$ cat config.mk
export PLATFORM = sky130hd
export DESIGN_NAME = cc_cond_unit
export DESIGN_NICKNAME = d
export VERILOG_FILES = /design/src/rtl/y86_defs.sv /design/src/rtl/cond_eval.sv /design/src/rtl/cc_cond_unit.sv
export SDC_FILE = /design/constraint.sdc
export NUM_CORES = 1
export LEC_CHECK = 0
export CORE_AREA = 2 2 39 41
export CTS_CLUSTER_DIAMETER = 50
export DETAILED_ROUTE_END_ITERATION = 16
export DIE_AREA = 0 0 41 43
export PLACE_DENSITY = 0.53
export SYNTH_ARGS = -nofsm -noshare
export SYNTH_HDL_FRONTEND = slang
export SYNTH_HIERARCHICAL = 1
export SYNTH_SLANG_ARGS = --single-unit
$ cat constraint.sdc
create_clock -name clk -period 4.1 [get_ports clk]
set_clock_uncertainty 0.15 [all_clocks]
set_input_delay 0.82 -clock clk [delete_from_list [all_inputs] [get_ports clk]]
set_output_delay 0.82 -clock clk [all_outputs]
set_load 0.005 [all_outputs]
$ cat src/rtl/y86_defs.sv
// y86_defs: shared Y86-64 instruction, condition and flag-index constants
package y86_defs;
  localparam logic [3:0] I_HALT   = 4'h0;
  localparam logic [3:0] I_NOP    = 4'h1;
  localparam logic [3:0] I_RRMOVQ = 4'h2;
  localparam logic [3:0] I_IRMOVQ = 4'h3;
  localparam logic [3:0] I_RMMOVQ = 4'h4;
  localparam logic [3:0] I_MRMOVQ = 4'h5;
  localparam logic [3:0] I_OPQ    = 4'h6;
  localparam logic [3:0] I_JXX    = 4'h7;
  localparam logic [3:0] I_CALL   = 4'h8;
  localparam logic [3:0] I_RET    = 4'h9;
  localparam logic [3:0] I_PUSHQ  = 4'hA;
  localparam logic [3:0] I_POPQ   = 4'hB;
  localparam logic [3:0] C_YES = 4'h0;
  localparam logic [3:0] C_LE  = 4'h1;
  localparam logic [3:0] C_L   = 4'h2;
  localparam logic [3:0] C_E   = 4'h3;
  localparam logic [3:0] C_NE  = 4'h4;
  localparam logic [3:0] C_GE  = 4'h5;
  localparam logic [3:0] C_G   = 4'h6;
  localparam int CC_ZF = 0;
  localparam int CC_SF = 1;
  localparam int CC_OF = 2;
endpackage

$ cat src/rtl/cond_eval.sv
// cond_eval: Y86-64 jXX/cmovXX condition table over {OF,SF,ZF}
module cond_eval
  import y86_defs::*;
(
  input  logic [2:0] cc,
  input  logic [3:0] ifun,
  output logic       cnd_raw,
  output logic       ifun_bad
);
  logic lt, zf;
  // evaluate the selected condition; unknown function codes are flagged
  always_comb begin
    lt       = cc[CC_SF] ^ cc[CC_OF];
    zf       = cc[CC_ZF];
    ifun_bad = ifun > C_G;
    cnd_raw  = ifun == C_YES ? 1'b1 :
               ifun == C_LE  ? lt | zf :
               ifun == C_L   ? lt :
               ifun == C_E   ? zf :
               ifun == C_NE  ? ~zf :
               ifun == C_GE  ? ~lt :
               ifun == C_G   ? ~lt & ~zf : 1'b0;
  end
endmodule

$ cat src/rtl/cc_cond_unit.sv
// cc_cond_unit: condition-code register and jXX/cmovXX condition evaluator
module cc_cond_unit
  import y86_defs::*;
#(
  parameter int            CC_W     = 3,
  parameter logic [CC_W-1:0] CC_RESET = 3'b001
) (
  input  logic            clk,
  input  logic            rst_n,
  input  logic [3:0]      icode,
  input  logic [3:0]      ifun,
  input  logic [CC_W-1:0] alu_cc,
  input  logic            stat_ok,
  input  logic            stall,
  output logic [CC_W-1:0] cc,
  output logic            cnd,
  output logic            cond_err
);
  logic [CC_W-1:0] cc_d, cc_q;
  logic set_cc, is_cond, cnd_raw, ifun_bad;
  cond_eval u_cond_eval (
    .cc       (cc_q),
    .ifun     (ifun),
    .cnd_raw  (cnd_raw),
    .ifun_bad (ifun_bad)
  );
  // only a healthy, unstalled OPq updates the flags; outputs use registered cc
  always_comb begin
    set_cc   = (icode == I_OPQ) & stat_ok & ~stall & rst_n;
    cc_d     = set_cc ? alu_cc : cc_q;
    is_cond  = (icode == I_RRMOVQ) | (icode == I_JXX);
    cnd      = is_cond & cnd_raw & ~ifun_bad;
    cond_err = is_cond & ifun_bad;
    cc       = cc_q;
  end
  // flag register with synchronous active-low reset
  always_ff @(posedge clk) begin
    if (!rst_n) cc_q <= CC_RESET;
    else        cc_q <= cc_d;
  end
endmodule

Word level (Yosys, flattened, before mapping)
Index checks and enable logic that the tools add are counted.
{"block": "totals", "latch_bits": 0, "elab_cells": 33, "reg_bits": 3, "romBits": 0, "n_memories": 0, "ramBits": 0}
{"block": "classes", "eq_ne": 9, "n_addsub": 0, "n_mux": 7, "n_mul": 0, "n_bitwise": 14, "reduce_logical": 1, "order_cmp": 1, "div": 0, "shifts": 0}
{"op": "$eq 4x3->1 const B", "n": 5}
{"op": "$eq 4x2->1 const B", "n": 3}
{"op": "$and 1x1->1", "n": 7}
{"op": "$mux 1", "n": 7}
{"op": "$eq 4x1->1 const B", "n": 1}
{"op": "$gt 4x3->1 const B", "n": 1}
{"op": "$logic_not 4->1", "n": 1}
{"op": "$not 1->1", "n": 4}
{"op": "$or 1x1->1", "n": 2}
{"op": "$xor 1x1->1", "n": 1}

Depth between registers and ports, before layout
Gate-level depths: netlist (run 1).
{"block": "logic_depth", "word_depth": 12, "mapped_depth": 5, "mapped_depth_nobuf": 5}

Hierarchy
The synthesis (run 1) kept the hierarchy.
{"mod": "cc_cond_unit", "instances": 1, "area_per_inst_um2": 181.4, "cells_per_inst": 18, "seq_area_each_um2": 60.1}
{"mod": "cond_eval", "instances": 1, "area_per_inst_um2": 77.6, "cells_per_inst": 12, "seq_area_each_um2": 0.0}

Worst setup path after synthesis (run 1)
OpenSTA, ideal clock, no wires.
{"block": "synth_path", "path_type": "input -> output", "start": "in ifun[2]", "end": "out cnd", "t_required_ns": 3.130, "t_arrival_ns": 1.654, "path_slack_ns": 1.476, "cell_stages": 5, "cell_sequence": "inv_1 -> a2111oi_2 -> a211oi_1 -> a21oi_1 -> nor4b_1"}
{"block": "synth_via", "elab_chain_cells": 10, "elab_cells_between_ends": 18, "cone_classes": "order compare: 1; eq/ne: 6; mux: 7; bitwise: 3; reduce/logical: 1"}
{"item": "start, declared", "line": "cc_cond_unit.sv:11", "source": "input logic [3:0] ifun,"}
{"item": "$eq 4x3->1", "line": "cond_eval.sv:22", "source": "ifun == C_G ? ~lt & ~zf : 1'b0;"}
{"item": "$mux 1", "line": "cond_eval.sv:22"}
{"item": "$mux 1", "line": "cond_eval.sv:21", "source": "ifun == C_GE ? ~lt :"}
{"item": "$mux 1", "line": "cond_eval.sv:20", "source": "ifun == C_NE ? ~zf :"}
{"item": "$mux 1", "line": "cond_eval.sv:19", "source": "ifun == C_E ? zf :"}
{"item": "$mux 1", "line": "cond_eval.sv:18", "source": "ifun == C_L ? lt :"}
{"item": "$mux 1", "line": "cond_eval.sv:17", "source": "ifun == C_LE ? lt | zf :"}
{"item": "$mux 1 *", "line": "cond_eval.sv:16", "source": "cnd_raw = ifun == C_YES ? 1'b1 :"}
{"item": "net cnd_raw", "line": "cc_cond_unit.sv:20", "source": "logic set_cc, is_cond, cnd_raw, ifun_bad;"}
{"item": "$and 1x1->1 * (2 in series)", "line": "cc_cond_unit.sv:32", "source": "cnd = is_cond & cnd_raw & ~ifun_bad;"}
{"item": "end, declared", "line": "cc_cond_unit.sv:16", "source": "output logic cnd,"}
The timed path passes the listed nets; every way through them passes the cells marked *.

Worst setup path in the final report (run 1)
Ends and elaborated chain as after synthesis.

==> results.md, run 1 <==
Run status:
- The flow ran to the end, and the final reports show no timing, DRC or antenna violations.

Layout:
- The count of nets after finishing is 69.
- The leading cell type in the layout, fill and taps excluded is sky130_fd_sc_hd__clkdlybuf4s50_1.
- The flip-flop count of the largest register after layout is 3.
- The fraction of final layout cells with drive strength greater than 1 is 0.132.
- The signed area change from the synthesized netlist to the final layout is 91.3%.
- The repair_antennas step left the layout with diodes totalling 0.
- For this run, the number of standard cells in the final layout without fillers is between 60 and 70.
- The top cell types in the final layout, fill and taps aside, are 19 x sky130_fd_sc_hd__clkdlybuf4s50_1, 5 x sky130_fd_sc_hd__nand2_1.
- After routing the design area is between 400 and 500 sq um.

Placed design:
- The number of buffers inserted by port buffering is 19.
- The congestion estimate from routability-driven global placement came to 0.614.
- The cell count after placement is 65.
- Once placement finished, the instance area stood at approximately 470 sq um.

Worst hold path:
- The path class of the tightest hold or removal check is register to register.

Clock network:
- The clock passes through at most 2 buffers.
- The sink count of the clock tree is 3.
- The number of buffers added to fix hold violations after cts is 0.
- The clock-pin slew reported for the worst setup and hold paths after clock tree synthesis is roughly 0.030 ns.
- Clock tree synthesis selected as its root buffer the cell sky130_fd_sc_hd__clkbuf_4.
- After clock tree synthesis, the setup repair step added 0 buffers.
- The post-CTS resize count is 0.
- The clock insertion delay at the later pin of the skew report is about 0.24 ns.
- The number of clock buffers added by TritonCTS is 3.
- The CTS tree is yes.
- The H-tree depth is 1.

Timing:
- The share of the cycle needed by the critical path after routing is 0.916.
- The final number of setup-violating endpoints is 0.
- After routing, the total negative slack on setup checks comes to 0 ns.
- The count of endpoints failing hold in the final timing report is 0.
- Timing would allow up to 266 MHz.
- The actual transition at the worst max-transition pin is roughly 0.34 ns.
- The number of slew-limit violations in the final report is 0.
- Hold timing on the final database bottoms out at a slack of approximately 0.33 ns.
- Setup repair after global routing left no endpoint under its margin.
- The clock period could shrink to ~3.8 ns.
- The worst slew margin relative to its limit is 0.774.

Floorplan:
- The core region is ~1400 sq um.
- The number of rows created at floorplan is 14.
- The die is between 40 and 50 microns wide.
- The die extent in y is about 43 microns.
- In this run the count of I/O pins placed on the die edge is 20.
- The initial utilization of the core area, before any placement, comes to 0.187.
- The die covers between 1500 and 2000 sq um.

Critical path:
- The largest fanout on the critical path is 4.
- The kind of capture point of the worst setup path is an output port.
- The critical path start-end classification is input port to output port.
- The startpoint type of the worst setup path is an input port.
- The data required time at the worst endpoint is around 3.1 ns.
- The data arrival time at the worst-slack endpoint is roughly 2.8 ns.

Logic synthesis:
- Counting flops and latches in the post-synthesis netlist gives 3.
- Counting flops with an async set or reset pin after synthesis yields a share of 0.
- The average footprint of a synthesized cell is 8.63 sq um.
- The number of nets in the synthesized netlist is between 40 and 50.
- In this run, distinct cell masters in the synthesized netlist total 16.
- The count of flip-flops with a built-in enable after synthesis is 0.
- The share of synthesized area occupied by flip-flops and latches is 0.232.
- The post-synthesis instance area is approximately 260 sq um.
- For this run, the leading register cell type out of synthesis is sky130_fd_sc_hd__dfxtp_1.
- The synthesized netlist cell count is 30.
- The synthesis warning total is 6.

Pwr:
- Summed over all cells, the static leakage comes to around 0.18 nW.
- Across the VDD grid, the largest voltage drop is roughly 0.079 mV.
- Dividing total power by cell area gives a power density of ~220 nW/um^2.

Flow run:
- The max-capacitance violation count is 0.

Route:
- After the first detailed-routing iteration, the DRC count stood at 2.
- The DRC violation count after routing is 0.
- The first TritonRoute pass finished after 2 iterations.
- Wires add up to around 640 microns.
- The detailed router placed a little under 300 vias in this run.
- After detailed routing, the number of vias per cell comes to ~4.2.
- The routed wire length per instance is ~9.3 microns.
- The number of nets with antenna violations after detailed routing is 0.

GRT:
- The first global-routing pass estimated roughly 970 microns of wire.
- Across every metal layer, demand over resource in global routing totals 0.0892.
- After global routing the overflow that remains totals 0.
- The number of antenna violations at the first check in global routing was 0.
- The maximum number of pins on one net before global-route repair is 7.
- The number of global-route vias before repair was around 240.
-- power by group --
group | internal, mW | total (mW) | switching, mW
Sequential | 0.0296 | 0.0298 | 0.000243
Clock | 0.0365 | 0.0529 | 0.0163
Combinational | 0.0175 | 0.0270 | 0.00951
-- cell usage after synthesis (2+ instances only) --
cell type | count | area, sq um
sky130_fd_sc_hd__xor2_1 | 2 | 17.5
sky130_fd_sc_hd__inv_1 | 2 | 7.51
sky130_fd_sc_hd__a21oi_1 | 3 | 15.0
sky130_fd_sc_hd__nand2_1 | 5 | 18.8
sky130_fd_sc_hd__mux2i_1 | 3 | 30.0
sky130_fd_sc_hd__nor2b_1 | 2 | 12.5
sky130_fd_sc_hd__dfxtp_1 | 3 | 60.1
sky130_fd_sc_hd__nor3_1 | 2 | 10.0
-- worst max-delay path, stage by stage --
cell,delay [ns]
sky130_fd_sc_hd__clkdlybuf4s50_1,0.54
sky130_fd_sc_hd__inv_1,0.07
sky130_fd_sc_hd__a2111oi_2,0.33
sky130_fd_sc_hd__a211oi_1,0.09
sky130_fd_sc_hd__a21oi_1,0.15
sky130_fd_sc_hd__nor4b_1,0.24
sky130_fd_sc_hd__clkdlybuf4s50_1,0.55
-- per-layer routing --
metal  vias to the layer above  routed length, microns  GRT usage  share of wire
met5                         -                       0          0              0
met4                         0                       0      0.100              0
met3                         0                      89     0.0576           0.14
met2                        15                     259     0.0938           0.40
met1                       121                     291      0.105           0.45
li1                        157                       -          -              -
-- cell type report --
type                       instances  area [sq um]
tap                               16          20.0
clock buffer                       4          26.3
timing repair buffer              19           190
multi-input combinational         25           191
sequential                         3          60.1
fill                             138           888
inverter                           2          7.51
-- kinds of logic after synthesis --
logic type             count (synthesis)  share of synthesized area
AO/OA/AOI/OAI                          7                      0.198
buffers and inverters                  2                     0.0290
multiplexers                           3                      0.116
flip-flops                             3                      0.232
XOR/XNOR                               2                     0.0676
AND/OR/NAND/NOR                       13                      0.357
-- through the flow --
stage | utilization | total power [mW] | setup slack [ns]
final | 0.358 | 0.110 | 0.343
after global routing | 0.358 | 0.117 | 0.230
after detailed placement | 0.339 | 0.0572 | 0.333
after global placement | 0.339 | 0.0575 | 0.349
after CTS | 0.358 | 0.114 | 0.326
after floorplan | - | 0.0383 | 1.48
-- final timing paths --
kind              slack, ns    end  depth (start not counted)     from
setup / recovery       0.34    cnd                          7  ifun[2]
hold / removal         0.33  cc[1]                          2    cc[1]
setup reg to reg       3.29  cc[0]                          2    cc[0]
hold reg to reg        0.33  cc[1]                          2    cc[1]
Note: power is estimated with default switching activity, not from simulation.
==> run 2, diff against run 1 <==
PLACE_DENSITY = default   (was 0.53)
PLACE_DENSITY_LB_ADDON = 0.15   (was default)
==> run 2 against run 1 <==
Core utilization stayed put. Sequential power hardly changed. Power is 1.7% lower. Critical path depth stayed put. Wire length is 0.31% higher. Combinational power hardly changed. Register-to-register slack hardly changed. Die area stayed put. Setup slack better by 0.012 ns. Worst hold slack better by 0.0076 ns. First-iteration DRC count grew to 4.5 times the previous value. Final cell count stayed put. Critical endpoint unchanged.
==> results.md, run 2 (synthesis results as in run 1) <==
GRT:
- The global-route wire length before repair is ~1000 microns.
- The number of global-route vias before repair was 274.
- In the global route stage, met2 resource usage came out at 0.103.
- The global-route usage over all layers is 0.0834.
- In the global route stage, met3 resource usage came out at 0.0209.
- The maximum number of pins on one net before global-route repair is 7.
- The global-route met1 utilization is 0.110.
- The number of antenna violations at the first check in global routing came to 0.
- The peak-usage layer in the global routing report is met1.
- Summed over all layers, the global routing overflow is 0.

Pwr:
- The switching share of total power is 0.226.
- Of the total power, registers draw 0.277.
- Across the VDD grid, the largest voltage drop is 0.0714 mV.
- In this run the power density over the cells is roughly 220 nW/um^2.
- The net switching power is roughly 24 uW.
- The share of total power dissipated in the clock network is 0.472.
- The leakage dissipation is between 0.15 and 0.2 nW.
- The cell-internal power is 83.5 uW.
- Of the total power, combinational logic draws 0.252.
- The overall power is 108 uW.

Timing:
- The worst path in the final design needs a cycle of about 3.7 ns, including I/O delays and setup.
- The count of endpoints failing hold in the final timing report came to 0.
- Setup repair after global routing left no endpoint under its margin.
- At the pin with the least slew margin, the transition time is approximately 0.34 ns.
- In the finished design, the share of the clock period the worst path needs comes to 0.913.
- Once routing completed, OpenROAD measured the worst setup slack at around 0.36 ns.
- The final number of setup-violating endpoints is 0.
- Based on the critical path, the design can be clocked at up to approximately 270 MHz.
- Setup total negative slack on the finished layout was measured at 0 ns.
- The number of slew-limit violations in the final report is 0.
- In this run the tightest slew margin relative to its limit is 0.774.

Placed design:
- The number of buffers inserted by port buffering is 19.
- The routability congestion estimate is about 0.55.
- The post-placement setup slack is about 0.34 ns.
- The placed wire-length estimate after detailed placement is roughly 520 microns.

Route:
- The pre-antenna-repair detailed-routing pass consisted of 4 iterations.
- The DRC violation total after the first TritonRoute iteration is 9.
- The total number of vias is roughly 300.
- The wire length reported by the detailed router is roughly 640 microns.
- The per-cell via count in the routed design is 4.28.
- The routed wire length per instance is 9.30 microns.
- After detailed routing, the number of remaining DRC violations is 0.
- The count of nets left with antenna violations once routing finished came out at 0.

Floorplan:
- The die is 43 microns tall.
- The area of the die is 1760 sq um.
- The width of the die is roughly 41 microns.
- The core region is about 1400 sq um.
- The top-level port count is 20.
- The initial cell density of the core is 0.187.
- In this run the core area contains 14 standard-cell rows.

Clock network:
- The number of setup buffers added after CTS is 0.
- After clock tree synthesis, the clock-pin slew on the worst setup and hold paths is around 0.040 ns.
- The later pin in the worst-skew pair is clocked with a latency of around 0.23 ns.
- TritonCTS created 3 clock buffers.
- CTS placed an instance of sky130_fd_sc_hd__clkbuf_4 at the clock tree root.
- Buffers inserted to repair hold after CTS numbered 0.
- TritonCTS built the clock tree.
- Gates resized during post-CTS repair numbered 0.
- The maximum buffer depth of the clock tree is 2.
- The H-tree depth is 1.
- The clock net in this run drives a total of 3 sinks.

Layout:
- The library cell used most frequently in the layout, excluding fill and tap cells, is sky130_fd_sc_hd__clkdlybuf4s50_1.
- The number of diodes added for antenna fixing is 0.
- The flip-flop count of the largest register after layout is 3.
- After the last flow step, the layout net total stands at between 60 and 70.
- The fill cell instance count of the final layout is around 150.
- Summing all multi-input logic gate instances after layout gives 191 sq um.
- The sequential cell area is 60.1 sq um.
- The fraction of final layout cells with drive strength greater than 1 is 0.132.
- The signed area change from the synthesized netlist to the final layout is 91.3%.
- For this run, the share of the core covered by cells in the final layout is 0.358.
- The top cell types in the final layout, fill and taps aside, are 19 x sky130_fd_sc_hd__clkdlybuf4s50_1, 5 x sky130_fd_sc_hd__nand2_1.

Critical path:
- The data required time at the worst endpoint is approximately 3.1 ns.
- The slowest cell on the critical path is sky130_fd_sc_hd__clkdlybuf4s50_1.
- The signal on the critical path passes through clkdlybuf4s50_1 -> inv_1 -> a2111oi_2 -> a211oi_1 -> a21oi_1 -> nor4b_1 -> clkdlybuf4s50_1.
- The data arrival time at the worst-slack endpoint is ~2.8 ns.
- STA classifies the critical path startpoint as an input port.
- In this run the worst path has a maximum fanout of 4.
- Among the stages of the critical path, the cell type that occurs most often is sky130_fd_sc_hd__clkdlybuf4s50_1.
- The kind of capture point of the worst setup path is an output port.
- The critical path start-end classification is input port to output port.
- The largest stage delay on the critical path is ~0.55 ns.

Run status:
- The run finished with clean final reports.

Worst hold path:
- The worst hold path class is register to register.

Flow run:
- Across the run, the number of max-cap violations was 0.
[run 2: power groups by stage]
stage               clock [mW]  sequential [mW]  combinational [mW]
floorplan                    0           0.0302             0.00810
global placement             0           0.0303              0.0272
detailed placement           0           0.0303              0.0271
CTS                     0.0530           0.0298              0.0272
global route            0.0552           0.0298              0.0297
finish                  0.0509           0.0298              0.0271
[run 2: worst paths after layout]
path / start / end / cells after the start / slack, ns
worst max register to register: cc[0] / cc[0] / 2 / 3.30
worst min register to register: cc[2] / cc[2] / 2 / 0.34
worst max-delay path: ifun[2] / cnd / 7 / 0.36
worst min-delay path: cc[2] / cc[2] / 2 / 0.34
[run 2: metal layers]
layer,up-vias,part of all wire
li1,155,-
met1,123,0.42
met2,17,0.45
met3,0,0.13
met4,0,0
met5,-,0
[run 2: final cells by class]
type | count | share of cell area
clock buffers | 4 | 0.0530
inverters | 2 | 0.0152
multi-input cells | 25 | 0.386
flip-flops and latches | 3 | 0.121
well taps | 16 | 0.0404
repair buffers | 19 | 0.384
[run 2: critical path, delay by kind of cell]
family | cells | cell delay (ns)
simple gates | 1 | 0.23
compound gates | 3 | 0.58
buf+inv | 3 | 1.16
[run 2: metrics by stage]
| stage | std cells | area (sq um) | hold slack, ns |
|---|---|---|---|
| after detailed placement | 65 | 469 | 0.329 |
| after CTS | 69 | 495 | 0.337 |
| after floorplan | 30 | 259 | 0.325 |
| after global placement | 65 | 469 | 0.330 |
| after global routing | 69 | 495 | 0.353 |
| final | 69 | 495 | 0.338 |
